$ cat config.mk
export PLATFORM = sky130hd
export DESIGN_NAME = seven_seg_scan_driver
export DESIGN_NICKNAME = d
export VERILOG_FILES = /design/src/rtl/seven_seg_scan_driver.sv
export SDC_FILE = /design/constraint.sdc
export NUM_CORES = 1
export LEC_CHECK = 0
export CAP_MARGIN = 5
export CORE_MARGIN = 2
export CORE_UTILIZATION = 53
export DETAILED_ROUTE_END_ITERATION = 10
export PLACE_DENSITY_LB_ADDON = 0.25
export SLEW_MARGIN = 20
export SYNTH_ARGS = -nofsm -noshare
export SYNTH_HDL_FRONTEND = slang
export SYNTH_SLANG_ARGS = --single-unit
$ cat constraint.sdc
create_clock -name clock -period 2.55 [get_ports clock]
set_clock_uncertainty 0.2 [all_clocks]
set_input_delay 0.6375 -clock clock [delete_from_list [all_inputs] [get_ports clock]]
set_output_delay 0.6375 -clock clock [all_outputs]
set_load 0.005 [all_outputs]
$ cat src/rtl/seven_seg_scan_driver.sv
// Four-digit common-anode 7-segment scan driver.
// A prescaler divides the clock into digit slots, and a 2-bit index steps through the digits once per slot.
// Each slot starts with a few dark cycles so the previous digit does not ghost onto the next one.
// Leading zero digits can be blanked, unless a decimal point is lit on or above them.
// Every output is a flop, so no input has a combinational path to an output.
module seven_seg_scan_driver #(
    parameter int TICK_DIVISOR  = 100000,
    parameter int DEAD_CYCLES   = 16,
    parameter bit BLANK_LEADING = 1'b1
) (
    input  logic        clock,
    input  logic        reset,
    input  logic        enable,
    input  logic        loadValue,
    input  logic [15:0] valueIn,
    input  logic [3:0]  dpIn,
    output logic [3:0]  anodes,
    output logic [6:0]  segments,
    output logic        decimalPoint,
    output logic [1:0]  digitSelect,
    output logic        scanTick
);

    localparam int PW = (TICK_DIVISOR > 2) ? $clog2(TICK_DIVISOR) : 1;
    localparam logic [PW-1:0] PRESCALE_LAST = PW'(TICK_DIVISOR - 1);
    localparam logic [PW-1:0] DEAD_LIMIT    = PW'(DEAD_CYCLES);

    logic [PW-1:0] prescaler;
    logic [15:0]   shownValue;
    logic [3:0]    shownDp;

    logic [3:0]    nibble;
    logic [6:0]    glyph;
    logic [3:0]    digit_used;
    logic [3:0]    blank_vec;
    logic          digit_blank;
    logic          in_dead_time;

    // Select the nibble for the current digit and look up its active-low glyph (g..a).
    always_comb begin
        nibble = shownValue[{digitSelect, 2'b00} +: 4];
        glyph  = 7'b1111111;
        case (nibble)
            4'h0: glyph = 7'b1000000;
            4'h1: glyph = 7'b1111001;
            4'h2: glyph = 7'b0100100;
            4'h3: glyph = 7'b0110000;
            4'h4: glyph = 7'b0011001;
            4'h5: glyph = 7'b0010010;
            4'h6: glyph = 7'b0000010;
            4'h7: glyph = 7'b1111000;
            4'h8: glyph = 7'b0000000;
            4'h9: glyph = 7'b0010000;
            4'hA: glyph = 7'b0001000;
            4'hB: glyph = 7'b0000011;
            4'hC: glyph = 7'b1000110;
            4'hD: glyph = 7'b0100001;
            4'hE: glyph = 7'b0000110;
            4'hF: glyph = 7'b0001110;
            default: glyph = 7'b1111111;
        endcase
    end

    // A digit counts as leading-blank only if it and every digit to its left hold 0 with no DP lit.
    always_comb begin
        for (int i = 0; i < 4; i++) begin
            digit_used[i] = (|shownValue[4*i +: 4]) | shownDp[i];
        end
        blank_vec[3] = ~digit_used[3];
        blank_vec[2] = ~(digit_used[3] | digit_used[2]);
        blank_vec[1] = ~(digit_used[3] | digit_used[2] | digit_used[1]);
        blank_vec[0] = 1'b0;
        digit_blank  = BLANK_LEADING ? blank_vec[digitSelect] : 1'b0;
        in_dead_time = (prescaler < DEAD_LIMIT);
    end

    // Scan state: the prescaler, the digit index, the tick pulse and the latched display data.
    always_ff @(posedge clock) begin
        if (reset) begin
            prescaler   <= '0;
            digitSelect <= 2'd0;
            scanTick    <= 1'b0;
            shownValue  <= 16'h0000;
            shownDp     <= 4'b0000;
        end else begin
            scanTick <= 1'b0;
            if (loadValue) begin
                shownValue <= valueIn;
                shownDp    <= dpIn;
            end
            if (enable) begin
                if (prescaler == PRESCALE_LAST) begin
                    prescaler   <= '0;
                    digitSelect <= digitSelect + 2'd1;
                    scanTick    <= 1'b1;
                end else begin
                    prescaler <= prescaler + 1'b1;
                end
            end
        end
    end

    // Display outputs are registered from the state as it stands this cycle, so they lag the state by one clock.
    always_ff @(posedge clock) begin
        if (reset) begin
            anodes       <= 4'b1111;
            segments     <= 7'b1111111;
            decimalPoint <= 1'b1;
        end else begin
            segments     <= glyph;
            decimalPoint <= ~shownDp[digitSelect];
            if (!enable || in_dead_time || digit_blank) begin
                anodes <= 4'b1111;
            end else begin
                anodes <= ~(4'b0001 << digitSelect);
            end
        end
    end

endmodule

==> results of run 1 <==
[sequential cells by signal, summed over array words and instances (netlist names)]
register      count
digitSelect       2
shownValue       16
decimalPoint      1
scanTick          1
shownDp           4
segments          7
prescaler        17
anodes            4
[worst reg2reg max path, cell delays in order (launching register included)]
cell                       delay, ns
sky130_fd_sc_hd__dfxtp_1        0.56
sky130_fd_sc_hd__mux4_2         0.65
sky130_fd_sc_hd__ha_1           0.28
sky130_fd_sc_hd__mux2_2         0.27
sky130_fd_sc_hd__nand2_1        0.06
sky130_fd_sc_hd__o311ai_0       0.13
[path summary, 6_finish.rpt]
kind / end / startpoint / cells after the start
max: segments[6]$_SDFF_PP1_ / digitSelect[0]$_SDFFE_PP0P_ / 5
min: prescaler[16]$_SDFFE_PP0P_ / prescaler[16]$_SDFFE_PP0P_ / 2
max reg2reg: segments[6]$_SDFF_PP1_ / digitSelect[0]$_SDFFE_PP0P_ / 5
min reg2reg: prescaler[16]$_SDFFE_PP0P_ / prescaler[16]$_SDFFE_PP0P_ / 2
[per-layer routing]
metal | wire length [microns] | vias up | GRT usage (%)
li1 | - | 959 | -
met5 | 0 | - | 0
met4 | 39 | 0 | 7.547
met1 | 2285 | 906 | 27.54
met2 | 2286 | 42 | 30.84
met3 | 175 | 7 | 2.991
[power by group through the flow]
| stage | sequential [mW] | clock [mW] | combinational [mW] |
|---|---|---|---|
| 2_1_floorplan | 0.879 | 0 | 0.100 |
| 3_5_place_dp | 0.884 | 0 | 0.181 |
| 3_3_place_gp | 0.883 | 0 | 0.178 |
| 4_1_cts | 0.866 | 0.601 | 0.182 |
| 6_report | 0.866 | 0.592 | 0.181 |
| 5_1_grt | 0.870 | 0.632 | 0.199 |
[cell type report]
class	instances	area (sq um)
Fill cell	352	1374
Multi-Input combinational cell	175	1262
Sequential cell	52	1041
Timing Repair Buffer	48	467.9
Clock buffer	6	82.58
Tap cell	52	65.06
Clock inverter	2	38.79
Inverter	6	22.52
[cells by family (layout without fill, tap and decap cells)]
family	count (synthesis)	in the layout	share of synthesized area, %
XOR/XNOR	11	11	4.040
AND/OR/NAND/NOR	91	91	18.99
buffers and inverters	18	62	3.410
multiplexers	30	30	15.32
AO/OA/AOI/OAI	32	32	8.815
flip-flops	52	52	43.65
adder cells (fa/ha/maj)	11	11	5.771
[placed cells by master (no fill, tap or decap), types with 2 or more instances in the layout]
cell type,instances
sky130_fd_sc_hd__a21oi_1,10
sky130_fd_sc_hd__and3_1,3
sky130_fd_sc_hd__and4_1,2
sky130_fd_sc_hd__buf_4,9
sky130_fd_sc_hd__clkbuf_8,6
sky130_fd_sc_hd__clkdlybuf4s50_1,38
sky130_fd_sc_hd__dfxtp_1,52
sky130_fd_sc_hd__ha_1,11
sky130_fd_sc_hd__inv_1,6
sky130_fd_sc_hd__mux2_2,2
sky130_fd_sc_hd__mux2i_1,23
sky130_fd_sc_hd__mux4_2,5
sky130_fd_sc_hd__nand2_1,13
sky130_fd_sc_hd__nand2b_1,2
sky130_fd_sc_hd__nand3_1,9
sky130_fd_sc_hd__nand4_1,6
sky130_fd_sc_hd__nor2_1,36
sky130_fd_sc_hd__nor3_1,4
sky130_fd_sc_hd__nor4_1,2
sky130_fd_sc_hd__o211ai_1,5
sky130_fd_sc_hd__o21ai_0,8
sky130_fd_sc_hd__o311ai_0,2
sky130_fd_sc_hd__or3_1,5
sky130_fd_sc_hd__or4_1,4
sky130_fd_sc_hd__xnor2_1,2
sky130_fd_sc_hd__xor2_1,9
==> results, run 1 <==
- The share of power burned in the clock network is 36.1%.
- After detailed routing, the average wire length per cell comes to 14.04 microns.
- Hold timing on the final database bottoms out at a slack of 0.3093 ns.
- Wires add up to 4786 microns.
- Setup slack on the critical path of the routed design comes to approximately 0.26 ns.
- The total nets after synthesis is 280.
- The signal arrival time at the worst endpoint is 2.25 ns.
- The via count of the routed design is 1,914.
- The overall overflow remaining after global route is 0.
- The share of the synthesized area in the top cell type is 43.65%.
- In this run the power density over the cells is 550.1 nW/um^2.
- Combinational cells account for 11.1% of the total power.
- The commonest cells after synthesis are 52 x sky130_fd_sc_hd__dfxtp_1, 36 x sky130_fd_sc_hd__nor2_1, 23 x sky130_fd_sc_hd__mux2i_1.
- The number of buffers added by the clock tree synthesis step is 5.
- At the end of routability-driven placement, the weighted congestion stood at 0.8451.
- Setup repair after global routing left no endpoint under its margin.
- Input and output buffers added on the ports amount to 38.
- For this block, the initial DRC count from the detailed router was 55.
- In this run, distinct cell masters in the synthesized netlist total 39.
- Internal power comes to between 1 and 1.5 mW.
- In the routed design, unresolved DRC markers number 0.
- The synthesized design contains 52 register bits.
- Yosys instantiated no cell more often than sky130_fd_sc_hd__dfxtp_1.
- The row count is 24.
- Detailed placement finished with a half-perimeter wire length of 3539 microns.
- The cell chosen for the clock root is sky130_fd_sc_hd__clkbuf_8.
- Hold repair after CTS inserted 0 buffers.
- The cell total after placement is 333.
- Entering global routing, the biggest net connects 21 pins.
- Data on the critical path is required at its endpoint by 2.51 ns.
- The floorplan step set the die height to 71.08 microns.
- The total power is about 1.6 mW.
- The capturing element type of the critical path is a flop.
- Among all flip-flop cells after synthesis, the most frequent one is sky130_fd_sc_hd__dfxtp_1.
- The remaining antenna violation count after routing is 0.
- The analysis attributes to cell leakage a power of 1.180 nW.
- After synthesis the cells add up to 2385 sq um.
- The share of post-route cells with drive strength above 1 is between 10% and 20%.
- The number of hold-slack violations in the final timing report came to 0.
- The flow ran to the end, and the final reports show no timing, DRC or antenna violations.
- Timing would allow up to 0.4365 GHz.
- For this run, the register share of the synthesized area comes to between 40% and 50%.
- The number of detailed-routing iterations run before antenna repair is 4.
- The worst path uses 89.85% of the clock period.
- At the end of the flow, the number of nets in the layout was 323.
- The number of global-route vias before repair is 1,678.
- The count of buffering cells on the critical path with inverters included is 0.
- The TritonCTS sink count is 52.
- After routing, the total negative slack on setup checks comes to 0 ns.
- The post-synthesis async set-or-reset flop share is 0%.
- Synthesis handed over a netlist of 245 instances.
- The startpoint type of the worst setup path is a flop.
- The global-route wire length before repair is ~7900 microns.
- The count of pins over their slew limit is 0.
- In this run the worst hold path is classified as flop to flop.
- The area of the placeable core is 4354 sq um.
- Clock-pin slew was measured on the worst setup and hold paths at 0.10 ns.
- The CTS H-tree depth is 2.
- Clock latency on the worst-skew pair, taken at its later pin, is 0.31 ns.
- The slowest library cell on the worst path is sky130_fd_sc_hd__mux4_2.
- For this run, the number of standard cells in the final layout without fillers is 341.
- The total placed instance area is 2859 sq um.
- The design area is a little under 3000 sq um.
- Global routing used 19.69% of the available tracks across all layers.
- The worst slack at placement is around 0.14 ns.
- The category of cells accounting for the largest share of critical-path delay is multiplexers.
- TritonCTS built the clock tree.
- After detailed routing, the number of vias per cell comes to 5.613.
- The area of the die is just over 5000 sq um.
- The tightest slew margin relative to the limit is 66.77%.
- Once the clock tree was built, the resizer swapped 0 gates to a different size.
- Relative to the synthesized area, the layout overhead comes to 24.97%.
- The repair_antennas step left the layout with diodes totalling 0.
- The delay of the slowest cell on the worst path is about 0.65 ns.
- Buffers added to address setup during post-CTS repair amount to 0.
- The worst-case IR drop observed on VDD is 0.3151 mV.
- The minimum clock period is ~2.3 ns.
- The number of antenna violations at the first check in global routing is 0.
- Traced cell by cell, the critical path runs through mux4_2 > ha_1 > mux2_2 > nand2_1 > o311ai_0.
- Yosys printed 0 warnings.
- The type of the worst setup path is flop to flop.
- The library cell occupying the most area in the post-synthesis netlist is sky130_fd_sc_hd__dfxtp_1.
- The max-capacitance violation count is 0.
- Sorting the synthesized cells by area gives the leading types as sky130_fd_sc_hd__dfxtp_1 44%, sky130_fd_sc_hd__mux2i_1 9.7%, sky130_fd_sc_hd__ha_1 5.8%.
- For the pin with the worst max-slew slack, the measured transition is 0.4939 ns.
- Once the floorplan was initialized, standard cells occupied 54.77% of the core.
- The power dissipated by switching net loads is between 300 and 400 uW.
- The sequential fraction of design power is between 50 and 60%.
- The end-of-flow core utilization is 68.45%.
- The fraction of power spent switching nets is 22.53%.
- The width of the die is 71.08 microns.
- The number of enable-type register cells in the synthesized netlist is 0.
- Across all register-to-register paths, the minimum setup slack is 0.26 ns.
- A synthesized cell averages 9.734 sq um.
- The count of pins on the block boundary is 39.
- The maximum number of buffers from clock root to sink is 2.
- The maximum net fanout on the critical path is 8.
- The number of endpoints failing setup at the final stage is 0.
Note: power is estimated with default switching activity, not from simulation.
==> inputs of run 2 (changes only) <==
--- a/config.mk
+++ b/config.mk
@@ -6,7 +6,7 @@
 export NUM_CORES = 1
 export LEC_CHECK = 0
 export CAP_MARGIN = 5
-export CORE_MARGIN = 2
+export CORE_MARGIN = 4
 export CORE_UTILIZATION = 53
 export DETAILED_ROUTE_END_ITERATION = 10
 export PLACE_DENSITY_LB_ADDON = 0.25
==> run 2 against run 1 <==
Net effect:
- clock power is 7.4% lower
- sequential power hardly changed
- register-to-register slack better by 0.06 ns
- sequential share of layout area is 0.16 points higher
- sequential cell count stayed put
- largest cell class unchanged
- total power is 2.8% lower
- die area is 12% higher
- clock-buffer cell count stayed put
==> results, run 2 (same netlist as run 1, synthesis figures left out) <==
- The run finished with clean final reports.
- The multi-input gate area in the final layout is 1262 sq um (unchanged).
- The total track usage came to 18.71% (-0.98 points).
- The via count of the routed design is 1,881 (-1.7%).
- The area of the die is 5637 sq um (+12%).
- The number of gates resized after cts was 0 (unchanged).
- The slowest library cell on the worst path is sky130_fd_sc_hd__dfxtp_1.
- The number of hold-slack violations in the final timing report is 0 (unchanged).
- The maximum number of pins on one net before global-route repair is 21 (unchanged).
- The share of post-route cells with drive strength above 1 came to 9.689% (-0.35 points).
- The register with the most flip-flops in the final layout is prescaler.
- The number of global-route vias before repair is 1,704 (+1.5%).
- The number of buffers added by the clock tree synthesis step is 5 (unchanged).
- The kind of cell with the highest combined delay along the critical path is buffers and inverters.
- The largest voltage drop on the vdd net is 0.4160 mV (+32%).
- Setup repair after global routing left no endpoint under its margin.
- The placed wire-length estimate was 3590 microns (+1.4%).
- The standby leakage power is 1.173 nW (-0.53%).
- The total power per unit cell area is 537.1 nW/um^2 (-2.4%).
- The wire length per cell after detailed routing is 14.34 microns (+2.2%).
- The global-route wire length before repair is 8010 microns (+1.3%).
- The DRC violation count after routing is 0 (unchanged).
- The maximum number of buffers from clock root to sink is 2 (unchanged).
- The tightest slew margin relative to the limit is 65.31% (-1.5 points).
- The number of setup buffers added after CTS is 0 (unchanged).
- The cell chosen for the clock root is sky130_fd_sc_hd__clkbuf_8.
- The layout-stage area growth over the synthesis result is 24.40%.
- The number of I/O port buffers is 38 (unchanged).
- The largest registers in the layout are prescaler: 17 flops, shownValue: 16 flops, segments: 7 flops.
- The count of buffering cells on the critical path with inverters included is 2 (+2).
- The setup TNS was 0 ns (unchanged).
- The maximum net fanout on the critical path is 8 (unchanged).
- The count of pins over their slew limit came to 0 (unchanged).
- The overall overflow remaining after global route is 0 (unchanged).
- Traced cell by cell, the critical path runs through buf_4 > clkdlybuf4s50_1.
- The count of pins on the block boundary is 39 (unchanged).
- The signal arrival time at the worst endpoint is 1.49 ns (-0.76 ns).
- The area taken by flip-flops and latches is 1041 sq um (unchanged).
- The setup path with the least slack is of type flop to primary output.
- The via density per instance is 5.516 (-1.7%).
- The area of the placeable core is 4354 sq um (unchanged).
- The width of the die is 75.08 microns (+5.6%).
- The number of antenna violations at the first check in global routing was 0 (unchanged).
- The chip height is 75.08 microns (+5.6%).
- The count of hold-fix buffers inserted at cts was 0 (unchanged).
- The number of violations reported at the end of detailed-routing iteration 0 is 103 (+87%).
- The clock-pin slew on the worst setup and hold paths was 0.09 ns (about the same).
- The worst slack at placement is 0.1253 ns (-0.01514 ns).
- The initial cell density of the core is 54.77% (unchanged).
- The aggregate routed wire length is 4890 microns (+2.2%).
- The slew at the pin closest to its max-slew limit came to 0.5157 ns (+0.02176 ns).
- The library cell used most frequently in the layout, excluding fill and tap cells, is sky130_fd_sc_hd__dfxtp_1.
- The minimum clock period was 2.329 ns (+0.03772 ns).
- The row count came to 24 (unchanged).
- The CTS H-tree depth is 2 (unchanged).
- The antenna diode count is 0 (unchanged).
- The cell total after placement was 333 (unchanged).
- STA classifies the critical path startpoint as a flop.
- The number of flip-flops in the largest register is 17 (unchanged).
- The data required time of the critical path is 1.71 ns (-0.80 ns).
- The peak clock frequency supported by timing is 0.4294 GHz (-1.6%).
- Leaving out fill and tap cells, the most frequent cells in the layout are 52 x sky130_fd_sc_hd__dfxtp_1, 38 x sky130_fd_sc_hd__clkdlybuf4s50_1, 36 x sky130_fd_sc_hd__nor2_1.
- The register-to-register setup slack came to 0.32 ns (+0.06 ns).
- The worst hold slack across all endpoints is 0.3142 ns (+0.004911 ns).
- The number of endpoints failing setup at the final stage is 0 (unchanged).
- The remaining antenna violation count after routing is 0 (unchanged).
- The post-route clock period utilization was 91.33% (+1.5 points).
- The total power is 1.593 mW (-2.8%).
- The path type of the worst min-delay path is flop to flop.
- The number of inserted filler cells in the final layout was 374 (+6.3%).
- STA classifies the critical path endpoint as a primary output.
- The post-route non-filler standard cell count is 341 (unchanged).
- The TritonCTS sink count was 52 (unchanged).
- The number of detailed-routing iterations run before antenna repair is 4 (unchanged).
- TritonCTS built the clock tree.
- The later-pin clock latency in the skew report was 0.30 ns (about the same).
- The delay of the slowest cell on the worst path is 0.51 ns (-0.14 ns).
- The final weighted congestion of routability-driven global placement is 0.8114 (-4.0%).
- The final worst slack came to 0.2212 ns (-0.03772 ns).
- The total number of nets in the final design is 323 (unchanged).
- The max-capacitance violation count is 0 (unchanged).
-- run 2: cell counts in the layout (fill, tap and decap cells not counted) --
Identical to the previous run, type by type.
-- run 2: routing by layer --
| layer | vias to the layer above | track usage (%) | share of wire [%] |
|---|---|---|---|
| met5 | - | 0 | 0 |
| met4 | 0 | 4.743 | 0.51 |
| met3 | 2 | 5.340 | 4.8 |
| met2 | 45 | 30.85 | 49 |
| met1 | 875 | 24.17 | 46 |
| li1 | 959 | - | - |
-- run 2: metrics by stage --
stage	utilization, %	area [sq um]
3_5_place_dp	65.66	2859
5_1_grt	68.13	2967
3_3_place_gp	65.66	2859
2_1_floorplan	-	2385
6_report	68.13	2967
4_1_cts	68.13	2967
-- run 2: tightest hold or removal path, delay by kind of cell (launching register included) --
kind               cells  cell delay [ns]
DFF                    1             0.34
AOI/OAI and AO/OA      2             0.14
-- run 2: worst paths after layout --
| path | startpoint | to | cells past startpoint |
|---|---|---|---|
| worst max-delay path | digitSelect[1]$_SDFFE_PP0P_ | digitSelect[1] | 2 |
| worst min-delay path | prescaler[14]$_SDFFE_PP0P_ | prescaler[14]$_SDFFE_PP0P_ | 2 |
| worst max register to register | digitSelect[0]$_SDFFE_PP0P_ | segments[5]$_SDFF_PP1_ | 5 |
| worst min register to register | prescaler[14]$_SDFFE_PP0P_ | prescaler[14]$_SDFFE_PP0P_ | 2 |
-- run 2: cell type report --
| cell class | instances | share of cell area (%) |
|---|---|---|
| Multi-Input combinational cell | 175 | 42.56 |
| Clock inverter | 2 | 1.181 |
| Sequential cell | 52 | 35.09 |
| Timing Repair Buffer | 48 | 15.77 |
| Clock buffer | 6 | 2.446 |
| Inverter | 6 | 0.7592 |
| Tap cell | 52 | 2.193 |
-- run 2: power breakdown --
group	leakage [nW]	internal [mW]	switching (mW)
Sequential	0.426	0.845	0.0206
Clock	0.0552	0.291	0.256
Combinational	0.692	0.104	0.0760
==> inputs of run 3 (changes only) <==
--- a/config.mk
+++ b/config.mk
@@ -6,7 +6,7 @@
 export NUM_CORES = 1
 export LEC_CHECK = 0
 export CAP_MARGIN = 5
-export CORE_MARGIN = 4
+export CORE_MARGIN = 5
 export CORE_UTILIZATION = 53
 export DETAILED_ROUTE_END_ITERATION = 10
 export PLACE_DENSITY_LB_ADDON = 0.25
==> run 3 against run 2 <==
Net effect:
- clock power rose by 5.5%
- critical path depth shrank 1
- sequential share of layout area down 0.088 points
- non-clock buffer count did not move
- critical endpoint is now digitSelect[0]
==> results, run 3 (same netlist as run 1, synthesis figures left out) <==
- The count of buffering cells on the critical path with inverters included came to 1 (-1).
- The minimum clock period was 2.279 ns (-0.04952 ns).
- The number of setup buffers added after CTS is 0 (unchanged).
- The total power per unit cell area was 546.6 nW/um^2 (+1.8%).
- The antenna diode count is 0 (unchanged).
- The global-route met3 utilization is 4.215% (-1.1 points).
- The number of detailed-routing iterations run before antenna repair is 4 (unchanged).
- The clock-pin slew on the worst setup and hold paths came to 0.10 ns (about the same).
- The global-route wire length before repair is 8418 microns (+5.1%).
- The number of violations reported at the end of detailed-routing iteration 0 is 140 (+36%).
- The post-route non-filler standard cell count was 341 (unchanged).
- The aggregate routed wire length was 4963 microns (+1.5%).
- Setup repair after global routing left no endpoint under its margin.
- The number of gates resized after cts is 0 (unchanged).
- The slowest library cell on the worst path is sky130_fd_sc_hd__clkdlybuf4s50_1.
- The worst setup path startpoint is digitSelect[0]$_SDFFE_PP0P_.
- The worst-case reg-to-reg path depth was 5 (unchanged).
- The count of hold-fix buffers inserted at cts is 0 (unchanged).
- Grouping stages by cell kind, the critical path spends the most delay in buffers and inverters.
- The number of buffers added by the clock tree synthesis step came to 5 (unchanged).
- The max-capacitance violation count is 0 (unchanged).
- The delay of the slowest cell on the worst path is 0.58 ns (+0.07 ns).
- The count of pins on the block boundary was 39 (unchanged).
- The DRC violation count after routing is 0 (unchanged).
- The final weighted congestion of routability-driven global placement is 0.8313 (+2.5%).
- The data required time of the critical path came to 1.71 ns (about the same).
- The remaining antenna violation count after routing came to 0 (unchanged).
- The tightest slew margin relative to the limit is 61.81% (-3.5 points).
- The total track usage was 17.04% (-1.7 points).
- The maximum number of buffers from clock root to sink is 2 (unchanged).
- The maximum net fanout on the critical path is 7 (-1).
- The cell total after placement is 333 (unchanged).
- The later-pin clock latency in the skew report is 0.31 ns (about the same).
- The most flop-heavy register is prescaler.
- The post-route clock period utilization came to 89.39% (-1.9 points).
- The number of global-route vias before repair is 1,812 (+6.3%).
- The number of inserted filler cells in the final layout is 346 (-7.5%).
- The capture instance of the worst register-to-register path is segments[6]$_SDFF_PP1_.
- The tree is rooted in a sky130_fd_sc_hd__clkbuf_8.
- The wire length per cell after detailed routing is 14.55 microns (+1.5%).
- The standby leakage power is 1.173 nW (about the same).
- The placed wire-length estimate is 3720 microns (+3.6%).
- The origin of the critical flop-to-flop path is digitSelect[0]$_SDFFE_PP0P_.
- The area of the die is 5941 sq um (+5.4%).
- The chip height was 77.08 microns (+2.7%).
- The critical path goes through clkdlybuf4s50_1.
- The worst setup path is launched from a flop.
- The TritonCTS sink count is 52 (unchanged).
- The share of post-route cells with drive strength above 1 is 10.03% (+0.35 points).
- The busiest metal layer after global routing is met2.
- The largest voltage drop on the vdd net is 0.3519 mV (-15%).
- Compared with the post-synthesis result, the final layout area differs by 24.71%.
- The met2 track demand over resource in global routing is 28.18% (-2.7 points).
- The capture point of the critical path is digitSelect[0].
- The number of I/O port buffers is 38 (unchanged).
- The global-route track usage on met1 is 21.57% (-2.6 points).
- The end-of-flow core utilization is 68.30% (+0.17 points).
- The via density per instance is 5.607 (+1.6%).
- The logic depth of the worst setup path including buffers was 1 (-1).
- The area of the placeable core is 4354 sq um (unchanged).
- The CTS H-tree depth was 2 (unchanged).
- The number of flip-flops in the largest register was 17 (unchanged).
- The largest registers in the layout are prescaler: 17 flops, shownValue: 16 flops, segments: 7 flops.
- The width of the die is 77.08 microns (+2.7%).
- The type of the worst setup path is flop to primary output.
- The via count of the routed design came to 1,912 (+1.6%).
- The most frequent standard cell in the layout excluding fill and tap cells is sky130_fd_sc_hd__dfxtp_1.
- The path class of the tightest hold or removal check is flop to flop.
- The signal arrival time at the worst endpoint is 1.44 ns (-0.05 ns).
- The number of endpoints failing setup at the final stage is 0 (unchanged).
- The run finished with clean final reports.
- The number of antenna violations at the first check in global routing is 0 (unchanged).
- The register-to-register setup slack is 0.29 ns (-0.03 ns).
- The overall overflow remaining after global route was 0 (unchanged).
- Leaving out fill and tap cells, the most frequent cells in the layout are 52 x sky130_fd_sc_hd__dfxtp_1, 38 x sky130_fd_sc_hd__clkdlybuf4s50_1, 36 x sky130_fd_sc_hd__nor2_1.
- The count of pins over their slew limit is 0 (unchanged).
- The setup TNS is 0 ns (unchanged).
- The number of hold-slack violations in the final timing report is 0 (unchanged).
- The slew at the pin closest to its max-slew limit was 0.5676 ns (+0.05199 ns).
- The initial cell density of the core was 54.77% (unchanged).
- The total number of nets in the final design is 323 (unchanged).
- TritonCTS built the clock tree.
- The capturing element type of the critical path is a primary output.
- The row count came to 24 (unchanged).
- The maximum number of pins on one net before global-route repair is 24 (+14%).
- The peak clock frequency supported by timing was 0.4387 GHz (+2.2%).
run 3: how the worst min path moves through the flow:
stage                     slack, ns                         end  cells past startpoint                        from
final                          0.30  prescaler[14]$_SDFFE_PP0P_                      2  prescaler[14]$_SDFFE_PP0P_
after detailed placement       0.28  prescaler[14]$_SDFFE_PP0P_                      2  prescaler[14]$_SDFFE_PP0P_
after CTS                      0.30  prescaler[14]$_SDFFE_PP0P_                      2  prescaler[14]$_SDFFE_PP0P_
after floorplan                0.26     shownDp[0]$_SDFFE_PP0P_                      2     shownDp[0]$_SDFFE_PP0P_
after global placement         0.27  shownValue[2]$_SDFFE_PP0P_                      2  shownValue[2]$_SDFFE_PP0P_
after global routing           0.34  shownValue[0]$_SDFFE_PP0P_                      2  shownValue[0]$_SDFFE_PP0P_
run 3: power breakdown:
part	switching [mW]	internal, mW	total [mW]
logic	0.0774	0.104	0.182
registers	0.0209	0.845	0.866
clock network	0.282	0.296	0.578
run 3: worst reg2reg max path: stages, from the launching register on:
cell and delay, ns:
sky130_fd_sc_hd__dfxtp_1 0.55, sky130_fd_sc_hd__mux4_2 0.65, sky130_fd_sc_hd__ha_1 0.29, sky130_fd_sc_hd__mux2_2 0.27, sky130_fd_sc_hd__nand2_1 0.05, sky130_fd_sc_hd__o311ai_0 0.12
run 3: per-layer routing:
| metal | wire length [microns] | vias to the layer above |
|---|---|---|
| li1 | - | 960 |
| met3 | 262 | 11 |
| met2 | 2340 | 54 |
| met1 | 2261 | 887 |
| met4 | 99 | 0 |
| met5 | 0 | - |
run 3: cell type report:
class	count	area [sq um]	area share, %
multi-input cells	175	1262	42.45
clock inverters	3	46.29	1.557
inverters	6	22.52	0.7573
well taps	52	65.06	2.188
flip-flops and latches	52	1041	35.00
clock buffers	5	68.82	2.314
repair buffers	48	467.9	15.73
run 3: through the flow:
stage / total power, mW / area, sq um / setup slack [ns] / hold WS (ns)
after floorplan: 0.9794 / 2385 / 0.3710 / 0.2554
after global placement: 1.062 / 2859 / 0.1653 / 0.2743
after detailed placement: 1.066 / 2859 / 0.1172 / 0.2788
after CTS: 1.638 / 2974 / 0.2191 / 0.2973
after global routing: 1.695 / 2974 / 0.1595 / 0.3363
final: 1.626 / 2974 / 0.2707 / 0.2974
